==> src/rtl/ruler_pkg.sv <==
// Shared constants for the ruler_scan scanning-light generator.
package ruler_pkg;

  // End-of-travel behaviour selected by mode_i
  localparam logic [1:0] MODE_WRAP   = 2'b00;
  localparam logic [1:0] MODE_BOUNCE = 2'b01;
  localparam logic [1:0] MODE_STOP   = 2'b10;
  localparam logic [1:0] MODE_HOLD   = 2'b11;

  // Direction encoding: right moves toward bit 0
  localparam logic DIR_RIGHT = 1'b1;
  localparam logic DIR_LEFT  = 1'b0;

endpackage

==> src/rtl/ruler_tick.sv <==
// ruler_tick: free-running prescaler producing a one-cycle tick every PRESCALE
// cycles while run_i is high. Dropping run_i clears the count.
module ruler_tick #(
  parameter int unsigned PRESCALE = 50_000_000
) (
  input  logic clk_i,
  input  logic rst_n_i,
  input  logic run_i,
  output logic tick_o
);

  // A PRESCALE of 1 still needs a one-bit counter to stay legal
  localparam int unsigned CW = (PRESCALE > 1) ? $clog2(PRESCALE) : 1;
  localparam logic [CW-1:0] CntMax = CW'(PRESCALE - 1);

  logic [CW-1:0] cnt_q, cnt_d;

  // Tick fires on the last count of each period
  always_comb begin
    tick_o = run_i && (cnt_q == CntMax);
  end

  // Next count: clear when stopped or at end of period
  always_comb begin
    cnt_d = cnt_q + CW'(1);
    if (!run_i || tick_o) begin
      cnt_d = '0;
    end
  end

  // Counter register with synchronous reset
  always_ff @(posedge clk_i) begin
    if (!rst_n_i) begin
      cnt_q <= '0;
    end else begin
      cnt_q <= cnt_d;
    end
  end

endmodule

==> src/rtl/ruler_scan.sv <==
// ruler_scan: moving one-hot (or bar-graph) light with wrap/bounce/stop/hold
// end behaviour. Steps come from stb_i or the internal ruler_tick prescaler.
// Optional feature macro: RULER_SCAN_BAR_EN enables the bar-graph decode on bar_i.
module ruler_scan
  import ruler_pkg::*;
#(
  parameter int unsigned WIDTH    = 8,
  parameter int unsigned PRESCALE = 50_000_000
) (
  input  logic                     clk_i,
  input  logic                     rst_n_i,
  input  logic                     run_i,
  input  logic                     stb_i,
  input  logic                     dir_i,
  input  logic [1:0]               mode_i,
  input  logic                     bar_i,
  output logic [WIDTH-1:0]         ruler_o,
  output logic [$clog2(WIDTH)-1:0] pos_o,
  output logic                     dir_o,
  output logic                     edge_o
);

  localparam int unsigned PW = $clog2(WIDTH);
  localparam logic [PW-1:0] PosMax = PW'(WIDTH - 1);

  logic          tick;
  logic          step;
  logic          at_end;
  logic [PW-1:0] pos_move;
  logic [PW-1:0] pos_q, pos_d;
  logic          dir_q, dir_d;
  logic          edge_q, edge_d;

  ruler_tick #(
    .PRESCALE (PRESCALE)
  ) u_tick (
    .clk_i   (clk_i),
    .rst_n_i (rst_n_i),
    .run_i   (run_i),
    .tick_o  (tick)
  );

  // Strobe and tick merge into a single step
  always_comb begin
    step     = stb_i | tick;
    // at_end is direction-aware: R at WIDTH-1 is an ordinary move
    at_end   = (dir_q == DIR_RIGHT) ? (pos_q == '0) : (pos_q == PosMax);
    pos_move = (dir_q == DIR_RIGHT) ? (pos_q - PW'(1)) : (pos_q + PW'(1));
  end

  // Next position, direction and edge flag
  always_comb begin
    pos_d = pos_q;
    dir_d = (mode_i == MODE_BOUNCE) ? dir_q : dir_i;
    if (step) begin
      unique case (mode_i)
        MODE_WRAP: begin
          if (at_end) begin
            pos_d = (dir_q == DIR_RIGHT) ? PosMax : '0;
          end else begin
            pos_d = pos_move;
          end
        end
        MODE_BOUNCE: begin
          if (at_end) begin
            if (dir_q == DIR_RIGHT) begin
              dir_d = DIR_LEFT;
              pos_d = PW'(1);
            end else begin
              dir_d = DIR_RIGHT;
              pos_d = PosMax - PW'(1);
            end
          end else begin
            pos_d = pos_move;
          end
        end
        MODE_STOP: begin
          if (!at_end) begin
            pos_d = pos_move;
          end
        end
        MODE_HOLD: begin
          pos_d = pos_q;
        end
      endcase
    end
    edge_d = step && ((pos_d == '0) || (pos_d == PosMax));
  end

  // State registers; reset wins over any coincident step
  always_ff @(posedge clk_i) begin
    if (!rst_n_i) begin
      pos_q  <= '0;
      dir_q  <= DIR_RIGHT;
      edge_q <= 1'b0;
    end else begin
      pos_q  <= pos_d;
      dir_q  <= dir_d;
      edge_q <= edge_d;
    end
  end

`ifdef RULER_SCAN_BAR_EN
  // Display decode: thermometer pos..0 when bar_i, else one-hot
  always_comb begin
    ruler_o = '0;
    for (int i = 0; i < WIDTH; i++) begin
      ruler_o[i] = bar_i ? (PW'(i) <= pos_q) : (PW'(i) == pos_q);
    end
  end
`else
  // bar_i has no function in this build
  logic unused_bar;
  assign unused_bar = bar_i;

  // Display decode: one-hot at pos
  always_comb begin
    ruler_o = '0;
    for (int i = 0; i < WIDTH; i++) begin
      ruler_o[i] = (PW'(i) == pos_q);
    end
  end
`endif

  // Output aliases
  always_comb begin
    pos_o  = pos_q;
    dir_o  = dir_q;
    edge_o = edge_q;
  end

endmodule

==> config.mk <==
export PLATFORM = sky130hd
export DESIGN_NAME = ruler_scan
export DESIGN_NICKNAME = d
export VERILOG_FILES = /design/src/rtl/ruler_pkg.sv /design/src/rtl/ruler_tick.sv /design/src/rtl/ruler_scan.sv
export SDC_FILE = /design/constraint.sdc
export NUM_CORES = 1
export LEC_CHECK = 0
export BUFFER_PORTS_ARGS = -buffer_cell sky130_fd_sc_hd__buf_2
export CAP_MARGIN = 10
export CORE_MARGIN = 1
export CORE_UTILIZATION = 52
export CTS_CLUSTER_DIAMETER = 30
export DETAILED_ROUTE_END_ITERATION = 8
export GPL_ROUTABILITY_DRIVEN = 0
export PLACE_DENSITY = 0.8
export SYNTH_ARGS = -nofsm -noshare
export SYNTH_HDL_FRONTEND = slang
export SYNTH_HIERARCHICAL = 1
export SYNTH_SLANG_ARGS = --single-unit
==> constraint.sdc <==
create_clock -name clk_i -period 2.7 [get_ports clk_i]
set_input_delay 0.135 -clock clk_i [delete_from_list [all_inputs] [get_ports clk_i]]
set_output_delay 0.135 -clock clk_i [all_outputs]
set_load 0.01 [all_outputs]
==> results of run 1 <==
## layout make-up
cell class              count  area (um2)  share of cell area
multi-input cells         170        1120               0.557
flip-flops and latches     31         621               0.308
repair buffers             22         120              0.0597
clock buffers               8        68.8              0.0342
well taps                  44        55.1              0.0274
inverters                   7        26.3              0.0131
## sequential cells by signal, indices dropped and copies added (netlist names)
name          cells
dir_o             1
edge_o            1
pos_o             3
u_tick/cnt_q     26
## power breakdown
group          internal, uW  switching (uW)
clock network           153             150
logic                  57.0            66.3
registers               465            16.1
total                   675             233
## stage by stage
stage	worst slack, ns	utilization	std cells	area (um2)
finish	0.212	0.638	282	2010
global route	0.0620	0.638	282	2010
CTS	0.219	0.636	282	2000
floorplan	0.604	-	215	1790
detailed placement	0.254	0.611	273	1930
global placement	0.328	0.611	273	1930
## layout by cell type (no fill, tap or decap), types with 5 or more instances in the layout
cell / netlist / routed
sky130_fd_sc_hd__dfxtp_1: 31 / 31
sky130_fd_sc_hd__nor2_1: 20 / 20
sky130_fd_sc_hd__buf_2: 3 / 19
sky130_fd_sc_hd__nand2_1: 16 / 16
sky130_fd_sc_hd__a21oi_1: 11 / 11
sky130_fd_sc_hd__nand3_1: 10 / 10
sky130_fd_sc_hd__nand4_1: 9 / 9
sky130_fd_sc_hd__xnor2_1: 9 / 9
sky130_fd_sc_hd__and2_1: 8 / 8
sky130_fd_sc_hd__inv_1: 7 / 7
sky130_fd_sc_hd__ha_1: 7 / 7
sky130_fd_sc_hd__or4_1: 6 / 6
sky130_fd_sc_hd__nor2b_1: 5 / 5
sky130_fd_sc_hd__or3_1: 5 / 5
sky130_fd_sc_hd__o21ai_0: 5 / 5
sky130_fd_sc_hd__clkbuf_4: 0 / 5
sky130_fd_sc_hd__nor3_1: 5 / 5
sky130_fd_sc_hd__xor2_1: 5 / 5
## worst paths after layout
kind	from	to	slack [ns]	depth (start not counted)
hold / removal	rst_n_i	dir_o$_SDFF_PN1_	0.04	2
hold reg to reg	u_tick/cnt_q[23]$_SDFF_PP0_	u_tick/cnt_q[23]$_SDFF_PP0_	0.48	2
setup / recovery	u_tick/cnt_q[17]$_SDFF_PP0_	edge_o$_SDFF_PN0_	0.21	9
setup reg to reg	u_tick/cnt_q[17]$_SDFF_PP0_	edge_o$_SDFF_PN0_	0.21	9
## Yosys cell counts (5+ instances only)
cell type / number
sky130_fd_sc_hd__dfxtp_1: 31
sky130_fd_sc_hd__nor2_1: 20
sky130_fd_sc_hd__nand2_1: 16
sky130_fd_sc_hd__a21oi_1: 11
sky130_fd_sc_hd__nand3_1: 10
sky130_fd_sc_hd__nand4_1: 9
sky130_fd_sc_hd__xnor2_1: 9
sky130_fd_sc_hd__and2_1: 8
sky130_fd_sc_hd__ha_1: 7
sky130_fd_sc_hd__inv_1: 7
sky130_fd_sc_hd__or4_1: 6
sky130_fd_sc_hd__nor2b_1: 5
sky130_fd_sc_hd__nor3_1: 5
sky130_fd_sc_hd__o21ai_0: 5
sky130_fd_sc_hd__or3_1: 5
sky130_fd_sc_hd__xor2_1: 5
## cell families after synthesis
family,Yosys count
compound gates,39
xor+xnor,14
fa+ha+maj,7
buf+inv,14
flops,31
mux,1
simple gates,109
## per-layer routing
metal	up-vias	routed length, um	track usage
li1	839	-	-
met1	774	1760	0.267
met2	27	1720	0.366
met3	2	110	0.0704
met4	0	19	0.0779
met5	-	0	0
## timing repair
| item | 4_1_cts | 5_1_grt |
|---|---|---|
| endpoints found under the setup margin | 0 | 1 |
| hold buffers | 1 | 0 |
| resized for setup | 0 | 1 |
| hold endpoints to repair | 1 | 0 |
==> flow_results.org, run 1 <==
** Clock network
- Clock latency on the worst-skew pair :: between 0.3 and 0.4 ns
- CTS placed an instance of sky130_fd_sc_hd__clkbuf_4 at the clock tree root.
- After clock tree synthesis, the setup repair step added 0 buffers.
- TritonCTS built the clock tree.
- In this run, CTS created clock tree buffers numbering 5.
- CTS H-Tree Depth :: 2
- Clock buffer depth :: 2
- Number of clock sinks :: 31
- Clock transition at path regs :: 0.10 ns

** Final layout
- Ant. Diodes :: 0
- Share of layout cells above drive strength 1 :: 0.155
- The net count of the finished layout is approximately 250.
- Area growth syn-to-layout :: 12.4%
- Filler cell count :: 302

** Power
- Total power of the final layout :: 908 uW
- Pwr per Cell Area :: between 400 and 500 nW/um2
- In this run the static leakage power is 0.000718 uW.
- IR drop worst, VDD :: around 0.3 mV

** Drt
- In the final routed layout, each cell accounts on average for 12.8 um.
- Number of violations reported at the end of detailed-routing iteration 0 :: 87
- After detailed routing, the number of vias per cell comes to ~5.8.
- The count of nets left with antenna violations once routing finished came out at 0.
- Summing over every cut layer, the via total after detailed routing is roughly 1600.
- Before antenna repair, the detailed router went through 4 iterations.
- After detailed routing, the number of remaining DRC violations is 0.
- Wires add up to 3610 um.

** Logic synthesis
- Compound-cell area share of the yosys netlist :: 0.155
- In this run the cell area of the synthesized design comes to 1790 um2.
- For this run, the register share of the synthesized area comes to 0.347.
- The Yosys step of the flow raised 6 warnings.
- Of the total synthesized cell area, the portion taken by full adders, half adders and majority gates is 0.0489.
- Largest area contributor in the synthesized netlist :: sky130_fd_sc_hd__dfxtp_1
- In the synthesized netlist, the number of instances is approximately 220.
- Prevailing post-synth register cell :: sky130_fd_sc_hd__dfxtp_1
- A synthesized cell averages 8.33 um2.
- Asr flop ratio synth :: 0
- The number of nets handed over by synthesis was between 200 and 250.
- Share of the synthesized area in the top cell type :: 0.347
- Dominant combinational cell family by area after synthesis :: simple AND/OR/NAND/NOR gates
- By area the synthesized netlist is led by sky130_fd_sc_hd__dfxtp_1 35%, sky130_fd_sc_hd__ha_1 4.9%, sky130_fd_sc_hd__xnor2_1 4.4%, sky130_fd_sc_hd__nor2_1 4.2%, sky130_fd_sc_hd__nand2_1 3.4%.
- Number of distinct library cell variants in the gate-level netlist after synthesis :: 47
- Fraction of synthesized cell area in xor and xnor cells :: 0.0685
- In this run, synthesis produced a sequential element count of 31.
- Mux share of post-synthesis cell area :: 0.00559
- Of the total synthesized cell area, the portion taken by AND, OR, NAND and NOR gates is 0.344.
- Number of flops mapped to enable cells by yosys :: 0

** Critical path
- The largest single stage delay on the critical path is 0.45 ns.
- The slowest stage of the critical path is the sky130_fd_sc_hd__dfxtp_1 cell.
- Along the worst path, the maximum fanout reaches 8.
- At the worst endpoint, the arrival time is approximately 2.8 ns.
- Ordered list of cells on the worst path :: nor4bb_1, nand3_1, nor4_1, and2_1, o2bb2ai_1, a311o_1, a22oi_1, nand4_1, mux2i_1
- Bufs and invs on worst path :: 0
- Crit path capture type :: flop
- Start-to-end type of the worst setup path :: reg -> reg
- The cell family contributing the most delay on the critical path is simple AND/OR/NAND/NOR gates.
- The worst setup path is launched from a flop.
- Data on the critical path is required at its endpoint by 2.96 ns.

** STA
- On the final layout, the worst clock skew is 0.00755 ns.
- Number of slew-limit violations in the final report :: 0
- The worst path needs approximately 2.5 ns of the cycle, external delays included.
- Setup violations remaining at the end of the flow were counted as 0.
- For this run, the top clock speed supported by timing is 402 MHz.
- Transition at the pin with the smallest max-transition slack :: 0.565 ns
- Setup repair after global routing missed its margin :: false
- Of the available clock period, the critical path in the final layout requires 0.922.
- Total Negative Setup Slacks :: 0 ns
- Final Hold Violating Endpoints :: 0
- Hold timing on the final database bottoms out at a slack of about 0.038 ns.
- Measured against its own limit, the worst slew margin works out to 0.620.

** Global route
- Overall fraction of global-route tracks in use :: 0.220
- The initial antenna violation count is 0.
- Summed over all layers, the global routing overflow is 0.
- Via count of the first global-routing pass :: 1372
- Maximum number of pins on one net before global-route repair :: 26
- The first global-routing pass estimated 5950 um of wire.

** Run
- Number of maximum-capacitance constraint violations :: 0

** Floorplanning
- For this configuration, the core starts out at a cell density of 0.568.
- In this run the count of I/O pins placed on the die edge is 21.
- Floorplan die width :: 60.7 um
- Core area :: 3150 um2
- Die Footprint :: ~3700 um2
- Floorplan row count :: 20
- Height of the chip :: 60.7 um

** Placed design
- Number of buffers inserted by port buffering :: 19
- Dpl hpwl :: between 2000 and 3000 um

** Hold path
- In this run the worst hold path is classified as in -> reg.

** Run status
- The run finished with clean final reports.
Power figures use the tool's default switching activity.
==> run 2: changes to the inputs <==
PLACE_DENSITY = 0.81   (was 0.8)
SYNTH_HIERARCHICAL = default   (was 1)
==> run 2 against run 1 <==
Effect of this change: power increased by 13%; global-route usage fell by 1.4 points; sequential power hardly changed; area after synthesis decreased by 3.2%.
==> flow_results.org, run 2 <==
** Logic synthesis
- Leading post-synthesis cells by cell area :: sky130_fd_sc_hd__dfxtp_1 36%, sky130_fd_sc_hd__nor2_1 8.4%, sky130_fd_sc_hd__xnor2_1 6.1%, sky130_fd_sc_hd__xor2_1 6.1%, sky130_fd_sc_hd__ha_1 5.1%
- Cell with the most instances after synthesis :: sky130_fd_sc_hd__nor2_1
- Largest area contributor in the synthesized netlist :: sky130_fd_sc_hd__dfxtp_1
- During synthesis, Yosys emitted a total of 0 warnings.
- Yosys reg bits :: 31
- In this run the cell area of the synthesized design comes to 1730 um2.
- Number of standard cells after synthesis :: between 200 and 250
- Asr flop ratio synth :: 0
- The share of synthesized area in the top cell type comes to 0.358.
- Each instance of the synthesized netlist takes up on average 8.58 um2.
- After synthesis, the most frequently instantiated cells are 39 x sky130_fd_sc_hd__nor2_1, 31 x sky130_fd_sc_hd__dfxtp_1, 16 x sky130_fd_sc_hd__nand2_1, 12 x sky130_fd_sc_hd__xnor2_1, 12 x sky130_fd_sc_hd__xor2_1.
- Number of distinct library cell variants in the gate-level netlist after synthesis :: 46
- The number of nets handed over by synthesis was 217.
- Prevailing post-synth register cell :: sky130_fd_sc_hd__dfxtp_1
- Counting flops with a built-in enable in the synthesized netlist gives 0.
- For this run, the register share of the synthesized area comes to 0.358.

** Clock network
- Clock-pin slew was measured on the worst setup and hold paths at 0.10 ns.
- TritonCTS created 5 clock buffers.
- Clock latency on the worst-skew pair :: roughly 0.34 ns
- Number of instances resized during post-cts repair :: 0
- Buffer type at the clock tree root :: sky130_fd_sc_hd__clkbuf_4
- Counting every sink on the clock net gives 31.
- Post-CTS Setup Repair Bufs :: 0
- The H-tree was split into 2 levels.
- For this design, the CTS-stage hold fixing added 0 buffers.
- TritonCTS built the clock tree.
- Clock buffer depth :: 2

** Run
- The tool flagged a number of max-cap violations equal to 0.

** Hold path
- In this run the worst hold path is classified as in -> reg.

** Final layout
- The top cell types in the final layout, fill and taps aside, are 39 x sky130_fd_sc_hd__nor2_1, 31 x sky130_fd_sc_hd__dfxtp_1, 19 x sky130_fd_sc_hd__buf_2, 16 x sky130_fd_sc_hd__nand2_1.
- Of the cells placed in the final design, the portion with a size suffix greater than 1 is 0.177.
- From synthesis to final layout, the design area changed by 13.1%.
- Register with the most flip-flops :: u_tick.cnt_q
- Area of all sequential standard cells :: around 620 um2
- Counting the fill cells in the layout gives 295.
- Flip-flop count of the largest register after layout :: 26
- The count of cells in the finished layout, fillers not included, comes to 270.
- In the final design database the tool counted 240 nets.
- Multi-input combinational cell area :: 1060 um2
- Ant. Diodes :: 0
- Most frequent standard cell in the layout excluding fill and tap cells :: sky130_fd_sc_hd__nor2_1

** Global route
- Via count of the first global-routing pass :: 1309
- Initial antenna violation count :: 0
- For this run, the total global-route usage over all layers was measured as 0.205.
- The first global-routing pass estimated about 5500 um of wire.
- Maximum number of pins on one net before global-route repair :: 27
- Total overflow reported by the global router :: 0

** Critical path
- The worst setup path is captured at a flop.
- Crit-path max FO :: 7
- At the worst endpoint, the required time is 2.93 ns.
- Data on the critical path arrives at its endpoint at ~2.5 ns.
- Start-to-end type of the worst setup path :: reg -> reg
- Critical Path Source Type :: flop

** Placed design
- DP Cell Count :: 262
- Once detailed placement completed, the half-perimeter wirelength came to between 2000 and 2500 um.
- In this run the tool buffered the top-level ports with 19 buffer cells.

** Power
- Power spread over the standard cell area amounts to 523 nW/um2.
- Of the total power, the share spent switching nets is 0.257.
- IR drop worst, VDD :: 0.310 mV
- Part of the power in the clock network :: 0.375
- The analysis attributes to cell leakage a power of 0.000766 uW.
- Internal power :: 761 uW
- Switching power total :: ~260 uW
- Portion of total power attributed to sequential cells :: 0.467
- Of the total power, combinational logic draws 0.158.
- Total power of the final layout :: between 1000 and 1500 uW

** STA
- Measured against its own limit, the worst slew margin works out to 0.593.
- Transition at the pin with the smallest max-transition slack :: between 0.6 and 0.7 ns
- Minimum clock period :: 2.29 ns
- Final count of negative-setup-slack endpoints :: 0
- Adding up every negative setup slack in the final design gives 0 ns.
- Number of slew-limit violations in the final report :: 0
- Post-route clock skew :: roughly 0.0094 ns
- Final Hold Violating Endpoints :: 0
- Achievable clock frequency :: ~440 MHz
- Dividing the final minimum period by the clock period gives 0.849.
- Setup repair after global routing missed its margin :: false

** Floorplanning
- In this run the horizontal extent of the chip is 59.7 um.
- I/O pin total :: 21
- Starting Density :: 0.558
- The total area inside the core boundary comes to 3100 um2.
- Height of the chip :: between 50 and 60 um
- The die covers around 3600 um2.
- Floorplan row count :: 20

** Drt
- Wires add up to 3190 um.
- Before antenna repair, the detailed router went through 4 iterations.
- Number of vias per cell after detailed routing :: roughly 5.4
- Count of vias placed by the detailed router :: 1445
- Number of violations reported at the end of detailed-routing iteration 0 :: 136
- In the final routed layout, each cell accounts on average for 11.8 um.
- Detailed-route DRC error count :: 0
- The count of nets left with antenna violations once routing finished came out at 0.

** Run status
- The run finished with clean final reports.
==> run 2: changes by cell type after synthesis, moves of 3 or more <==
cell and change:
sky130_fd_sc_hd__or3_1 -5, sky130_fd_sc_hd__o31ai_1 -4, sky130_fd_sc_hd__xor2_1 +7, sky130_fd_sc_hd__or4_1 -6, sky130_fd_sc_hd__and2_1 -4, sky130_fd_sc_hd__xnor2_1 +3, sky130_fd_sc_hd__nor2_1 +19, sky130_fd_sc_hd__a21oi_1 -10
==> run 2: worst paths after layout <==
kind / slack (ns) / startpoint / depth (start not counted) / end
setup / recovery: 0.41 / u_tick.cnt_q[16]$_SDFF_PP0_ / 5 / edge_o$_SDFF_PN0_
hold / removal: 0.02 / dir_i / 3 / dir_o$_SDFF_PN1_
setup reg to reg: 0.41 / u_tick.cnt_q[16]$_SDFF_PP0_ / 5 / edge_o$_SDFF_PN0_
hold reg to reg: 0.47 / u_tick.cnt_q[0]$_SDFF_PP0_ / 1 / u_tick.cnt_q[0]$_SDFF_PP0_
==> run 2: per-layer routing <==
layer,up-vias,part of all wire,GRT usage
met4,0,0.020,0.0997
met3,8,0.031,0.0455
met1,657,0.50,0.258
met2,22,0.45,0.332
li1,758,-,-
met5,-,0,0
==> run 2: cells by family after synthesis <==
| kind of cell | after synthesis | synth area share |
|---|---|---|
| buf+inv | 12 | 0.0310 |
| xor+xnor | 24 | 0.121 |
| flops | 31 | 0.358 |
| fa+ha+maj | 7 | 0.0505 |
| simple gates | 109 | 0.339 |
| compound gates | 17 | 0.0874 |
| mux | 2 | 0.0130 |
==> run 2: per-stage QoR <==
stage                     instance area, um2  hold WS, ns  worst slack, ns  utilization
after floorplan                         1730        0.226            0.440            -
after global placement                  1870        0.365            0.428        0.604
after detailed placement                1870        0.374            0.413        0.604
after CTS                               1960       0.0109            0.396        0.632
after global routing                    1960       0.0148            0.235        0.632
final                                   1960       0.0188            0.407        0.632
==> run 2: final cells by class <==
class                           instances  share of cell area
Clock inverter                          2              0.0179
Multi-Input combinational cell        159               0.540
Sequential cell                        31               0.317
Tap cell                               44              0.0281
Clock buffer                            6              0.0262
Inverter                                6              0.0115
Timing Repair Buffer                   22              0.0600
==> run 2: worst max-delay path: stages, from the launching register on <==
cell                      delay, ns
sky130_fd_sc_hd__dfxtp_1       0.37
sky130_fd_sc_hd__or4b_4        0.55
sky130_fd_sc_hd__nor4_4        0.38
sky130_fd_sc_hd__a41oi_4       0.22
sky130_fd_sc_hd__o31a_1        0.35
sky130_fd_sc_hd__mux2_1        0.30
==> run 2: power by group through the flow <==
stage	logic, uW	clock network [uW]	registers, uW
4_1_cts	163	398	479
2_1_floorplan	114	0	491
3_5_place_dp	161	0	489
6_report	162	384	479
3_3_place_gp	158	0	489
5_1_grt	183	419	481
==> run 3: changes to the inputs <==
clock period = 2.3 ns   (was 2.7 ns; I/O delays follow)
==> run 3 against run 2 <==
Effect of this change: register-to-register slack got worse by 0.34 ns; critical path type unchanged; wire length rose by 13%; power rose by 19%; clock skew fell by 0.0028 ns; worst setup slack got worse by 0.34 ns; highest routed layer unchanged; sequential share of layout area fell by 1.4 points.
==> flow_results.org, run 3 (same netlist as run 2, synthesis figures left out) <==
** Run status
- The run finished with clean final reports.

** STA
- Max-slew headroom at the worst pin :: 0.755
- Fin Hold WS :: 0.00560 ns
- Adding up every negative setup slack in the final design gives 0 ns.
- Portion of the clock cycle consumed by the worst path in the final layout :: 0.973
- Counting I/O delays and the setup requirement, the final critical path takes 2.24 ns.
- For the pin with the worst max-slew slack, the measured transition is approximately 0.37 ns.
- The hold violation count in the final report is 0.
- Achievable clock frequency :: 447 MHz
- Fin worst setup slack :: roughly 0.063 ns
- For the final database, setup skew stands at about 0.0066 ns.
- Final count of negative-setup-slack endpoints :: 0
- Number of slew-limit violations in the final report :: 0

** Final layout
- Finished layout cell area :: 2060 um2
- In the final design database the tool counted 250 nets.
- From synthesis to final layout, the design area changed by 18.6%.
- The number of antenna diodes in the final layout is 0.
- The library cells used most frequently in the layout, excluding fill and tap cells, are 39 x sky130_fd_sc_hd__nor2_1, 30 x sky130_fd_sc_hd__dfxtp_1, 19 x sky130_fd_sc_hd__buf_2, 16 x sky130_fd_sc_hd__nand2_1.
- More flip-flops sit in one register than any other, and that register is u_tick.cnt_q.
- Filler cell count :: 278
- Of the cells placed in the final design, the portion with a size suffix greater than 1 is 0.220.
- The register with the most flip-flops in the layout has 26 of them.
- Leaving out fill and tap cells, the most frequent cell in the layout is sky130_fd_sc_hd__nor2_1.

** Critical path
- Critical Path AT :: 2.46 ns
- Start-to-end type of the worst setup path :: reg -> reg
- Crit-path max FO :: 7
- STA classifies the critical path endpoint as a flop.
- In this run the critical register-to-register path is captured at edge_o$_SDFF_PN0_.
- For the worst setup path, the data required time is 2.52 ns.
- STA classifies the critical path startpoint as a flop.
- In this run the register-to-register setup slack is around 0.063 ns.
- In this run the critical register-to-register path is launched from u_tick.cnt_q[18]$_SDFF_PP0_.
- Path depth of the worst reg2reg path :: 5

** Clock network
- CTS H-Tree Depth :: 2
- Clock-pin slew was measured on the worst setup and hold paths at 0.10 ns.
- For the worst-skew pair, the clock arrives at the later sink with an insertion delay of 0.33 ns.
- Clock buffer depth :: 2
- TritonCTS clock tree :: built
- Number of buffers inserted for hold repair after clock tree synthesis :: 0
- Num CTS Buffers :: 5
- Clock tree synthesis found a total of 31 sinks.
- Buffer type at the clock tree root :: sky130_fd_sc_hd__clkbuf_4

** Placed design
- Dpl hpwl :: 2570 um
- OpenSTA, run right after detailed placement, puts the worst setup slack at 0.0120 ns.
- The placed instances occupy a cell area of 1950 um2.
- Buffers placed on the I/O ports in this run total 19.

** Power
- The share of total power dissipated in the clock network is 0.366.
- The analysis attributes to net switching a power of 310 uW.
- Net switching share of the total power :: 0.255
- In this run the static leakage power is 0.000826 uW.
- Logic pwr share :: 0.173
- IR drop worst, VDD :: roughly 0.34 mV
- Portion of total power attributed to sequential cells :: 0.461
- Cell internal power was estimated by the tool at 906 uW.
- For this design the ratio of total power to cell area is just under 600 nW/um2.

** Global route
- Overall fraction of global-route tracks in use :: 0.218
- Met1 demand-to-capacity share in global routing :: 0.283
- After global routing the overflow that remains totals 0.
- For this run, global-route usage on met3 was measured as 0.0758.
- Maximum number of pins on one net before global-route repair :: 27
- The first global-routing pass estimated 5900 um of wire.
- Initial antenna violation count :: 0
- Layer with the highest usage :: met2
- The via count of the first global-routing pass is 1351.
- In the global route stage, met2 resource usage came out at 0.344.

** Drt
- Count of vias placed by the detailed router :: about 1500
- The pre-antenna-repair detailed-routing pass consisted of 4 iterations.
- Number of vias per cell after detailed routing :: 5.38
- Summed over all layers, the routed wires come to around 3600 um.
- Once detail routing completed, the nets flagged for antenna violations numbered 0.
- For this run, design rule violations remaining after detail routing come to 0.
- Routed length per placed instance :: 12.8 um
- For this block, the initial DRC count from the detailed router was 124.

** Floorplanning
- For this design the top-level I/O count stands at 21.
- The core region is 3100 um2.
- Height of the chip :: 59.7 um
- Starting Density :: 0.558
- The die covers roughly 3600 um2.
- Floorplan die width :: approximately 60 um
- The floorplan has 20 rows.

** Hold path
- The worst hold path begins at dir_i.
- WHS Endpoint :: dir_o$_SDFF_PN1_
- Number of stages on the worst hold path :: 3
- In this run the worst hold path is classified as in -> reg.

** Run
- Number of maximum-capacitance constraint violations :: 0
-- run 3: per-layer routing --
metal  vias up  wire length [um]
li1        770                 -
met5         -                 0
met3         4               149
met4         0                27
met2        30              1720
met1       701              1700
-- run 3: how the worst max path moves through the flow --
| stage | startpoint | end | slack, ns |
|---|---|---|---|
| after floorplan | pos_o[0]$_SDFF_PN0_ | edge_o$_SDFF_PN0_ | 0.04 |
| after global placement | u_tick.cnt_q[18]$_SDFF_PP0_ | edge_o$_SDFF_PN0_ | 0.07 |
| after detailed placement | u_tick.cnt_q[11]$_SDFF_PP0_ | edge_o$_SDFF_PN0_ | 0.01 |
| after CTS | u_tick.cnt_q[18]$_SDFF_PP0_ | edge_o$_SDFF_PN0_ | 0.005 |
| after global routing | u_tick.cnt_q[18]$_SDFF_PP0_ | edge_o$_SDFF_PN0_ | -0.03 |
| final | u_tick.cnt_q[18]$_SDFF_PP0_ | edge_o$_SDFF_PN0_ | 0.06 |
-- run 3: layout make-up --
cell class,instances,area [um2],share of cell area
clock buffer,6,51.3,0.0250
timing repair buffer,32,205,0.0998
inverter,6,22.5,0.0110
tap,44,55.1,0.0268
multi-input combinational,159,1060,0.518
sequential,31,622,0.302
clock inverter,2,35.0,0.0170
-- run 3: critical path: stages, from the launching register on --
cell and delay (ns):
sky130_fd_sc_hd__dfxtp_1 0.35, sky130_fd_sc_hd__or4b_4 0.55, sky130_fd_sc_hd__nor4_4 0.34, sky130_fd_sc_hd__a41oi_4 0.22, sky130_fd_sc_hd__o31a_1 0.36, sky130_fd_sc_hd__mux2_1 0.31
-- run 3: power by group through the flow --
stage / logic (uW) / clock network (uW) / registers, uW
floorplan: 133 / 0 / 576
global placement: 201 / 0 / 573
detailed placement: 206 / 0 / 573
CTS: 206 / 452 / 560
global route: 234 / 483 / 564
finish: 210 / 445 / 561
-- run 3: what timing repair did --
action | in CTS | in global routing
buffers inserted | 1 | 1
setup endpoints to repair | 1 | 1
pin swaps | 1 | 2
gates resized for setup | 0 | 2
-- run 3: through the flow --
stage	utilization	instances	power (uW)
floorplan	-	202	710
global placement	0.627	270	774
detailed placement	0.627	270	778
CTS	0.658	279	1220
global route	0.663	280	1280
finish	0.663	280	1220
